`config.mk`:
```
export PLATFORM = sky130hd
export DESIGN_NAME = fft_frame_ctrl
export DESIGN_NICKNAME = d
export VERILOG_FILES = /design/src/rtl/fft_pkg.sv /design/src/rtl/fft_in_collector.sv /design/src/rtl/fft_frame_ctrl.sv
export SDC_FILE = /design/constraint.sdc
export NUM_CORES = 1
export LEC_CHECK = 0
export BUFFER_PORTS_ARGS = -buffer_cell sky130_fd_sc_hd__buf_2
export CAP_MARGIN = 20
export CORE_MARGIN = 2
export CORE_UTILIZATION = 30
export DETAILED_ROUTE_END_ITERATION = 8
export HOLD_SLACK_MARGIN = 0.05
export SLEW_MARGIN = 10
export SYNTH_ARGS = -nofsm -noshare
export SYNTH_HDL_FRONTEND = slang
export SYNTH_SLANG_ARGS = --single-unit
```
`constraint.sdc`:
```
create_clock -name clk -period 2.45 [get_ports clk]
set_input_delay 0.1225 -clock clk [delete_from_list [all_inputs] [get_ports clk]]
set_output_delay 0.1225 -clock clk [all_outputs]
set_load 0.02 [all_outputs]
```
`src/rtl/fft_pkg.sv`:
```
// rtl/fft_pkg.sv - shared state type, frame type and width helper for the FFT frame sequencer
package fft_pkg;

  localparam int FFT_DATA_WIDTH = 16;
  localparam int FFT_N_POINT    = 16;

  typedef enum logic [1:0] {
    IDLE  = 2'd0,
    RUN   = 2'd1,
    DRAIN = 2'd2
  } core_state_t;

  typedef logic [FFT_N_POINT-1:0][FFT_DATA_WIDTH-1:0] frame_t;

  // Index width for an n-entry buffer; never narrower than one bit.
  function automatic int idx_w(input int n);
    return (n > 1) ? $clog2(n) : 1;
  endfunction

endpackage

```
`src/rtl/fft_in_collector.sv`:
```
// rtl/fft_in_collector.sv - gathers serial samples into one frame and rejects malformed frames
module fft_in_collector
  import fft_pkg::*;
#(
  parameter int DATA_WIDTH = 16,
  parameter int N_POINT    = 16
) (
  input  logic                                 clk,
  input  logic                                 rst_n,
  input  logic                                 i_valid,
  output logic                                 o_ready,
  input  logic [DATA_WIDTH-1:0]                i_data,
  input  logic                                 i_last,
  input  logic                                 i_launch,
  output logic                                 o_full,
  output logic [N_POINT-1:0][DATA_WIDTH-1:0]   o_frame,
  output logic                                 o_frame_err
);

  localparam int                IDX_W    = idx_w(N_POINT);
  localparam logic [IDX_W-1:0]  LAST_IDX = IDX_W'(N_POINT - 1);

  logic [N_POINT-1:0][DATA_WIDTH-1:0] r_in_buf;
  logic [IDX_W-1:0]                   r_wr_idx;
  logic                               r_in_full;
  logic                               r_frame_err;
  logic                               w_hs;
  logic                               w_at_end;

  assign w_hs        = i_valid && !r_in_full;
  assign w_at_end    = (r_wr_idx == LAST_IDX);
  assign o_ready     = !r_in_full;
  assign o_full      = r_in_full;
  assign o_frame     = r_in_buf;
  assign o_frame_err = r_frame_err;

  // Write accepted samples, close a frame only when s_last lands exactly on the final slot.
  always_ff @(posedge clk or negedge rst_n) begin
    if (!rst_n) begin
      r_in_buf    <= '0;
      r_wr_idx    <= '0;
      r_in_full   <= 1'b0;
      r_frame_err <= 1'b0;
    end else begin
      r_frame_err <= 1'b0;
      if (i_launch) begin
        r_in_full <= 1'b0;
      end
      if (w_hs) begin
        r_in_buf[r_wr_idx] <= i_data;
        if (i_last && w_at_end) begin
          r_in_full <= 1'b1;
          r_wr_idx  <= '0;
        end else if (i_last || w_at_end) begin
          // Short or long frame: drop what was gathered and restart at slot 0.
          r_wr_idx    <= '0;
          r_frame_err <= 1'b1;
        end else begin
          r_wr_idx <= r_wr_idx + 1'b1;
        end
      end
    end
  end

endmodule

```
`src/rtl/fft_frame_ctrl.sv`:
```
// rtl/fft_frame_ctrl.sv - frames a sample stream into the FFT core and serializes its result
module fft_frame_ctrl
  import fft_pkg::*;
#(
  parameter int DATA_WIDTH   = 16,
  parameter int N_POINT      = 16,
  parameter int CORE_LATENCY = 4
) (
  input  logic                                 clk,
  input  logic                                 rst_n,
  input  logic                                 s_valid,
  output logic                                 s_ready,
  input  logic [DATA_WIDTH-1:0]                s_data,
  input  logic                                 s_last,
  output logic [N_POINT-1:0][DATA_WIDTH-1:0]   core_x,
  input  logic [N_POINT-1:0][DATA_WIDTH-1:0]   core_y,
  output logic                                 m_valid,
  input  logic                                 m_ready,
  output logic [DATA_WIDTH-1:0]                m_data,
  output logic                                 m_last,
  output logic                                 busy,
  output logic                                 frame_err
);

  localparam int                IDX_W    = idx_w(N_POINT);
  localparam int                CNT_W    = $clog2(CORE_LATENCY + 1);
  localparam logic [IDX_W-1:0]  LAST_IDX = IDX_W'(N_POINT - 1);
  localparam logic [CNT_W-1:0]  CNT_DONE = CNT_W'(CORE_LATENCY);

  core_state_t                        r_state;
  logic [CNT_W-1:0]                   r_cnt;
  logic [N_POINT-1:0][DATA_WIDTH-1:0] r_core_x;
  logic [N_POINT-1:0][DATA_WIDTH-1:0] r_out_buf;
  logic [IDX_W-1:0]                   r_rd_idx;
  logic                               r_m_valid;
  logic [DATA_WIDTH-1:0]              r_m_data;
  logic                               r_m_last;

  logic                               w_in_full;
  logic [N_POINT-1:0][DATA_WIDTH-1:0] w_frame;
  logic                               w_launch;
  logic                               w_m_hs;
  logic [IDX_W-1:0]                   w_rd_next;

  // A frame is only handed over from IDLE, so the core never sees back-to-back launches.
  assign w_launch  = (r_state == IDLE) && w_in_full;
  assign w_m_hs    = r_m_valid && m_ready;
  assign w_rd_next = r_rd_idx + 1'b1;

  fft_in_collector #(
    .DATA_WIDTH (DATA_WIDTH),
    .N_POINT    (N_POINT)
  ) u_in_collector (
    .clk         (clk),
    .rst_n       (rst_n),
    .i_valid     (s_valid),
    .o_ready     (s_ready),
    .i_data      (s_data),
    .i_last      (s_last),
    .i_launch    (w_launch),
    .o_full      (w_in_full),
    .o_frame     (w_frame),
    .o_frame_err (frame_err)
  );

  assign core_x  = r_core_x;
  assign m_valid = r_m_valid;
  assign m_data  = r_m_data;
  assign m_last  = r_m_last;
  assign busy    = (r_state != IDLE) || w_in_full;

  // Core sequencer: launch a full frame, wait out the core latency, then stream the result.
  always_ff @(posedge clk or negedge rst_n) begin
    if (!rst_n) begin
      r_state   <= IDLE;
      r_cnt     <= '0;
      r_core_x  <= '0;
      r_out_buf <= '0;
      r_rd_idx  <= '0;
      r_m_valid <= 1'b0;
      r_m_data  <= '0;
      r_m_last  <= 1'b0;
    end else begin
      case (r_state)
        IDLE: begin
          if (w_in_full) begin
            r_core_x <= w_frame;
            r_cnt    <= '0;
            r_state  <= RUN;
          end
        end
        RUN: begin
          if (r_cnt == CNT_DONE) begin
            r_out_buf <= core_y;
            r_rd_idx  <= '0;
            r_m_valid <= 1'b1;
            r_m_data  <= core_y[0];
            r_m_last  <= 1'b0;
            r_state   <= DRAIN;
          end else begin
            r_cnt <= r_cnt + 1'b1;
          end
        end
        DRAIN: begin
          if (w_m_hs) begin
            if (r_m_last) begin
              r_m_valid <= 1'b0;
              r_m_last  <= 1'b0;
              r_state   <= IDLE;
            end else begin
              r_rd_idx <= w_rd_next;
              r_m_data <= r_out_buf[w_rd_next];
              r_m_last <= (w_rd_next == LAST_IDX);
            end
          end
        end
        default: r_state <= IDLE;
      endcase
    end
  end

endmodule

```
==> results of run 1 <==
[logic make-up after synthesis]
| kind of cell | synth area share, % |
|---|---|
| xor+xnor | 0.1628 |
| compound gates | 2.085 |
| flops | 62.09 |
| buf+inv | 2.419 |
| fa+ha+maj | 0.3876 |
| simple gates | 11.70 |
| mux | 21.15 |
[cell type report]
class / instances / area share (%)
repair buffers: 911 / 15.12
well taps: 1403 / 4.096
clock buffers: 122 / 5.831
multi-input cells: 1633 / 26.81
diodes: 3 / 0.01752
inverters: 10 / 0.08759
clock inverters: 37 / 1.255
flip-flops and latches: 801 / 46.78
[registers in the layout, indices dropped and copies added, names as in the netlist, 2 cells and up]
| register | count |
|---|---|
| core_x | 256 |
| r_out_buf | 256 |
| u_in_collector.o_frame | 256 |
| m_data | 16 |
| r_rd_idx | 4 |
| u_in_collector.r_wr_idx | 4 |
| r_cnt | 3 |
| r_state | 2 |
[repair_timing]
action | in CTS | in global routing
hold endpoints to repair | 777 | 0
gates resized for setup | 0 | 0
hold buffers | 264 | 0
setup endpoints to repair | 0 | 0
[report_power, final]
group	total, mW	internal [mW]	switching (mW)
clock network	13.9	8.32	5.57
registers	15.0	14.3	0.676
logic	7.00	3.08	3.92
total	35.9	25.7	10.2
[per-stage QoR]
step	area (um^2)	util [%]	hold WS [ns]	worst slack [ns]
after floorplan	32280	-	-0.1731	0.1674
after global placement	37150	34.75	0.1313	0.1248
after detailed placement	37150	34.75	0.1312	0.1458
after CTS	42850	40.08	0.06886	0.1328
after global routing	42850	40.08	0.08431	0.07551
final	42850	40.09	0.1048	0.1365
[layer usage]
layer  routed length [um]  part of all wire [%]
met1                45130                    43
met2                47900                    45
met3                 8093                   7.6
met4                 4992                   4.7
met5                   74                 0.070
[worst max path at each step]
stage,start,endpoint,slack [ns],cells past startpoint
2_1_floorplan,r_rd_idx[0],m_data[12],0.17,10
3_3_place_gp,r_rd_idx[0],m_data[4],0.12,7
3_5_place_dp,r_rd_idx[0],m_data[11],0.15,7
4_1_cts,r_rd_idx[0],m_data[11],0.13,7
5_1_grt,r_rd_idx[0],m_data[4],0.08,7
6_report,r_rd_idx[0],m_data[11],0.14,7
[synthesized netlist by cell type, types with 4 or more instances]
| library cell | count | share of area [%] |
|---|---|---|
| buf_1 | 7 | 0.081 |
| clkbuf_1 | 85 | 0.99 |
| a41o_1 | 16 | 0.50 |
| mux2_2 | 511 | 18 |
| nand2_1 | 878 | 10 |
| nor2_1 | 6 | 0.070 |
| nand2b_1 | 4 | 0.078 |
| buf_4 | 4 | 0.093 |
| nand2_2 | 7 | 0.14 |
| dfrtp_1 | 801 | 62 |
| inv_1 | 10 | 0.12 |
| o211ai_1 | 16 | 0.37 |
| buf_6 | 6 | 0.21 |
| o21ai_0 | 11 | 0.17 |
| ha_1 | 10 | 0.39 |
| mux4_2 | 29 | 2.0 |
| o311ai_0 | 16 | 0.43 |
| buf_2 | 59 | 0.91 |
| mux2i_1 | 33 | 1.0 |
| nand3_1 | 36 | 0.56 |
| a32oi_1 | 16 | 0.43 |
| a21oi_1 | 4 | 0.062 |
| nor2b_1 | 4 | 0.078 |
| nand4_1 | 4 | 0.078 |
[worst max-delay path, delay by kind of cell, from the launching register on]
family          cells  cell delay [ns]
compound gates      2             0.44
mux                 2             0.72
flops               1             0.40
buf+inv             2             0.26
fa+ha+maj           1             0.38
==> metrics, run 1 <==
outcome=finished clean; area occupied by multi-input gates=roughly 0.011 mm^2; PD cells=between 800 and 900 mW/mm^2; Rows=120; Detailed Routing Iterations Pass 1=6; first-pass GRT wire length=between 150 and 200 mm; ys flop type=dfrtp_1; dpl hpwl=approximately 71 mm; Inst Count DP=roughly 4500; Starting Density=a little under a third; worst skew pair latency=about 0.66 ns; synth unique cells=48; Slew Limit Fails=0; syn_nets=between 2000 and 3000; DR vias=23646; Async SR Flop Fraction=100.0%; Reg2Reg Depth=7; Hold Path Class=in -> reg; CTS max path bufs=3; sequential area share after synthesis=between 60% and 70%; GR Util met2=between 20% and 30%; Max transition margin=a little over a third; pin count of the biggest net entering global routing=111; #FFs+latches synth=around 800; CP cell instances=inv_1, ha_2, buf_12, mux4_2, mux2i_1, o311ai_0, a41o_1; Max Freq=0.4322 GHz; DR WL/cell=21.58 um; CP startpoint kind=flip-flop; r2r startpoint=r_rd_idx[0]; final clock skew=0.02021 ns; post-route ant nets=0; Core Footprint=0.1069 mm^2; Die ar.=around 0.11 mm^2; met3 Track Usage GR=between 5 and 6%; worst min-delay path startpoint=s_data[14]; antenna violations before repair=17; minimum period implied by the final worst setup slack=about 2.3 ns; Worst path max stage delay=around 0.4 ns; Cells after Synth=roughly 2600; M1 GR Usage=24.88%; gr usage total=between 10% and 20%; Max Cap Violations=0; Cell Count, Final, Fillers Out=around 4900; worst hold endpoint=u_in_collector.o_frame[46]; Post-synth EDFFs=0; # fillers=slightly above 10000; unrepaired setup endpoints after global routing=false; routed wire length=between 100 and 150 mm; Static Leak=21.42 nW; Arr. time, crit path=approximately 2.9 ns; DIE HEIGHT=332.0 um; top-level I/O count=554; H-tree depth=3; Worst R2R End=m_data[11]; CTS clk-pin slew, worst paths=approximately 0.06 ns; hold path depth=2; post-CTS setup buffers=0; total clock sinks=roughly 800; CTS tree=built; busiest layer in global routing=met2; final total power=around 36 mW; RePlAce Congestion=about 0.9; worst vdd ir=0.0009892 V; DR iter-0 viols=approximately 1700; CP Class=reg -> reg; most common cell after layout, fill and taps aside=nand2_1; Root Buffer Master=clkbuf_16; Via density=between 4 and 5; area occupied by registers=between 0.02 and 0.025 mm^2; critical path endpoint category=flip-flop; period utilization=a little over nine tenths; layout cells sized above 1=between 30% and 40%; syn avg cell area=12.39 um^2; setup_tns=0 ns; final hold vios=0; Max FO, Critical Path=16; vias in the first global route=approximately 25000; Final setup viols=0; area of the mapped netlist=between 0.03 and 0.04 mm^2; yosys warns=0; reg2reg setup slack=0.14 ns; Slew @ Worst Pin=between 0.9 and 1 ns; GRT overflow=0; crit path max-delay cell type=dfrtp_2; area delta synth->final=32.75%; Remaining DRCs=0; total CTS buffers=just under 90; Die W=332.0 um; commonest cells after routing, fill and taps aside=878 x nand2_1, 800 x dfrtp_1, 552 x buf_2; nets=approximately 3700; WP data required=between 2 and 3 ns; number of I/O port buffers=553
No activity file was read; power rests on OpenSTA's default activity.
==> run 2, diff against run 1 <==
--- a/config.mk
+++ b/config.mk
@@ -11,6 +11,7 @@
 export CORE_UTILIZATION = 30
 export DETAILED_ROUTE_END_ITERATION = 8
 export HOLD_SLACK_MARGIN = 0.05
+export RECOVER_POWER = 100
 export SLEW_MARGIN = 10
 export SYNTH_ARGS = -nofsm -noshare
 export SYNTH_HDL_FRONTEND = slang
==> metrics, run 2 (synthesis gave the netlist of run 1 again) <==
outcome=finished, violations left; failing checks=capacitance limit, slew limit; Root Buffer Master=clkbuf_16; dpl hpwl=70.70 mm (unchanged); Core Footprint=0.1069 mm^2 (unchanged); post-CTS setup buffers=0 (unchanged); final clock skew=0.01914 ns (-0.001066 ns); worst vdd ir=0.0009823 V (-0.70%); reg2reg setup slack=0.1 ns (-0.04 ns); Hold Path Class=in -> reg; Post-DP Area=0.03715 mm^2 (unchanged); routed wire length=106.0 mm (-0.15%); Detailed Routing Iterations Pass 1=7 (+1); CP cell instances=inv_1, ha_1, buf_12, mux4_2, mux2i_1, o311ai_0, a41o_1; gr usage total=18.98% (unchanged); GRT overflow=0 (unchanged); RePlAce Congestion=0.8968 (unchanged); CP startpoint kind=flip-flop; r2r startpoint=r_rd_idx[0]; Starting Density=30.20% (unchanged); layout cells sized above 1=29.91% (-8.5 points); CTS tree=built; PnR worst setup slack=0.09936 ns (-0.03716 ns); hold path depth=2 (unchanged); number of I/O port buffers=553 (unchanged); vias in the first global route=24515 (unchanged); CTS clk-pin slew, worst paths=0.06 ns (about the same); CP Class=reg -> reg; DR iter-0 viols=1638 (-3.8%); Max FO, Critical Path=16 (unchanged); crit path max-delay cell type=dfrtp_2; area delta synth->final=30.71%; Crit path buffers/inverters=2 (unchanged); most common cell after layout, fill and taps aside=nand2_1; WP data required=2.99 ns (about the same); Arr. time, crit path=2.89 ns (+0.03 ns); Max Freq=0.4254 GHz (-1.6%); first-pass GRT wire length=158.6 mm (unchanged); Max transition margin=-16.53% (-52 points); PD cells=848.0 mW/mm^2 (+1.2%); top-level I/O count=554 (unchanged); period utilization=95.94% (+1.5 points); Slew Limit Fails=159 (+159); Via density=4.798 (-0.17%); post_cts resized=0 (unchanged); minimum period implied by the final worst setup slack=2.351 ns (+0.03716 ns); Final setup viols=0 (unchanged); worst slack, placed=0.1458 ns (unchanged); Die ar.=0.1102 mm^2 (unchanged); Worst R2R End=m_data[11]; Remaining DRCs=0 (unchanged); commonest cells after routing, fill and taps aside=878 x nand2_1, 800 x dfrtp_1, 511 x mux2_2; final instance area=0.04220 mm^2 (-1.5%); worst skew pair latency=0.66 ns (about the same); Reg2Reg Depth=7 (unchanged); worst min-delay path startpoint=s_data[14]; Max Cap Violations=3 (+3); unrepaired setup endpoints after global routing=false; Rows=120 (unchanged); total clock sinks=801 (unchanged); worst hold endpoint=u_in_collector.o_frame[46]; antenna violations before repair=17 (unchanged); setup_tns=0 ns (unchanged); DR vias=23606 (-0.17%); Slew @ Worst Pin=1.748 ns (+0.7769 ns); pin count of the biggest net entering global routing=111 (unchanged); critical path endpoint category=flip-flop; Static Leak=20.11 nW (-6.1%); post-route ant nets=0 (unchanged); DR WL/cell=21.55 um (-0.15%); Worst path max stage delay=0.40 ns (about the same); CP top delay family=multiplexers; DIE HEIGHT=332.0 um (unchanged); CTS max path bufs=3 (unchanged); Die W=332.0 um (unchanged); total CTS buffers=87 (unchanged); final core utilization=39.47% (-0.62 points); H-tree depth=3 (unchanged); nets=3731 (unchanged); final hold vios=0 (unchanged)
==> run 2: changes by cell type in the layout (fill, tap and decap cells not counted), moves of 2 or more <==
| cell | change |
|---|---|
| buf_12 | -13 |
| buf_2 | -275 |
| buf_4 | -38 |
| buf_6 | +4 |
| clkbuf_1 | +295 |
| clkbuf_2 | +19 |
| clkbuf_4 | +8 |
| nor3_1 | +2 |
==> run 2: timing repair <==
| action | CTS | global route |
|---|---|---|
| hold endpoints to repair | 777 | 0 |
| setup endpoints to repair | 0 | 0 |
| hold buffers | 264 | 0 |
==> run 2: worst max path at each step <==
stage / startpoint / to / depth (start not counted)
finish: r_rd_idx[0] / m_data[11] / 7
global route: r_rd_idx[0] / m_data[4] / 7
CTS: r_rd_idx[0] / m_data[11] / 7
detailed placement: r_rd_idx[0] / m_data[11] / 7
global placement: r_rd_idx[0] / m_data[4] / 7
floorplan: r_rd_idx[0] / m_data[12] / 10
==> run 2: where the power goes <==
group	switching (mW)	leakage, nW	internal (mW)
registers	0.676	9.61	14.3
clock network	5.56	1.49	8.32
logic	3.91	9.01	2.98
total	10.1	20.1	25.6
==> run 2: worst reg2reg max path, cell delays in order (launching register included) <==
cell      delay, ns
dfrtp_2        0.40
inv_1          0.09
ha_1           0.40
buf_12         0.19
mux4_2         0.37
mux2i_1        0.36
o311ai_0       0.18
a41o_1         0.25
==> run 2: area by class of cell <==
| type | count | area, um^2 |
|---|---|---|
| Antenna cell | 3 | 7.507 |
| Clock buffer | 122 | 2499 |
| Clock inverter | 37 | 538.0 |
| Fill cell | 10272 | 64710 |
| Inverter | 10 | 37.54 |
| Multi-Input combinational cell | 1633 | 11460 |
| Sequential cell | 801 | 20050 |
| Tap cell | 1403 | 1755 |
| Timing Repair Buffer | 911 | 5852 |
==> run 2: routing by layer <==
| layer | routed length, um | vias to the layer above | track usage [%] |
|---|---|---|---|
| li1 | - | 10461 | - |
| met4 | 5369 | 12 | 9.062 |
| met1 | 44890 | 11874 | 24.88 |
| met3 | 8043 | 283 | 5.161 |
| met2 | 47650 | 976 | 29.10 |
| met5 | 78 | - | 0 |
==> run 2: stage by stage <==
| stage | instances | hold slack [ns] | total power, mW |
|---|---|---|---|
| floorplan | 2606 | -0.1731 | 19.13 |
| global placement | 4494 | 0.1313 | 21.80 |
| finish | 4920 | 0.1094 | 35.78 |
| CTS | 4917 | 0.06886 | 36.19 |
| detailed placement | 4494 | 0.1312 | 21.86 |
| global route | 4918 | 0.08432 | 37.30 |
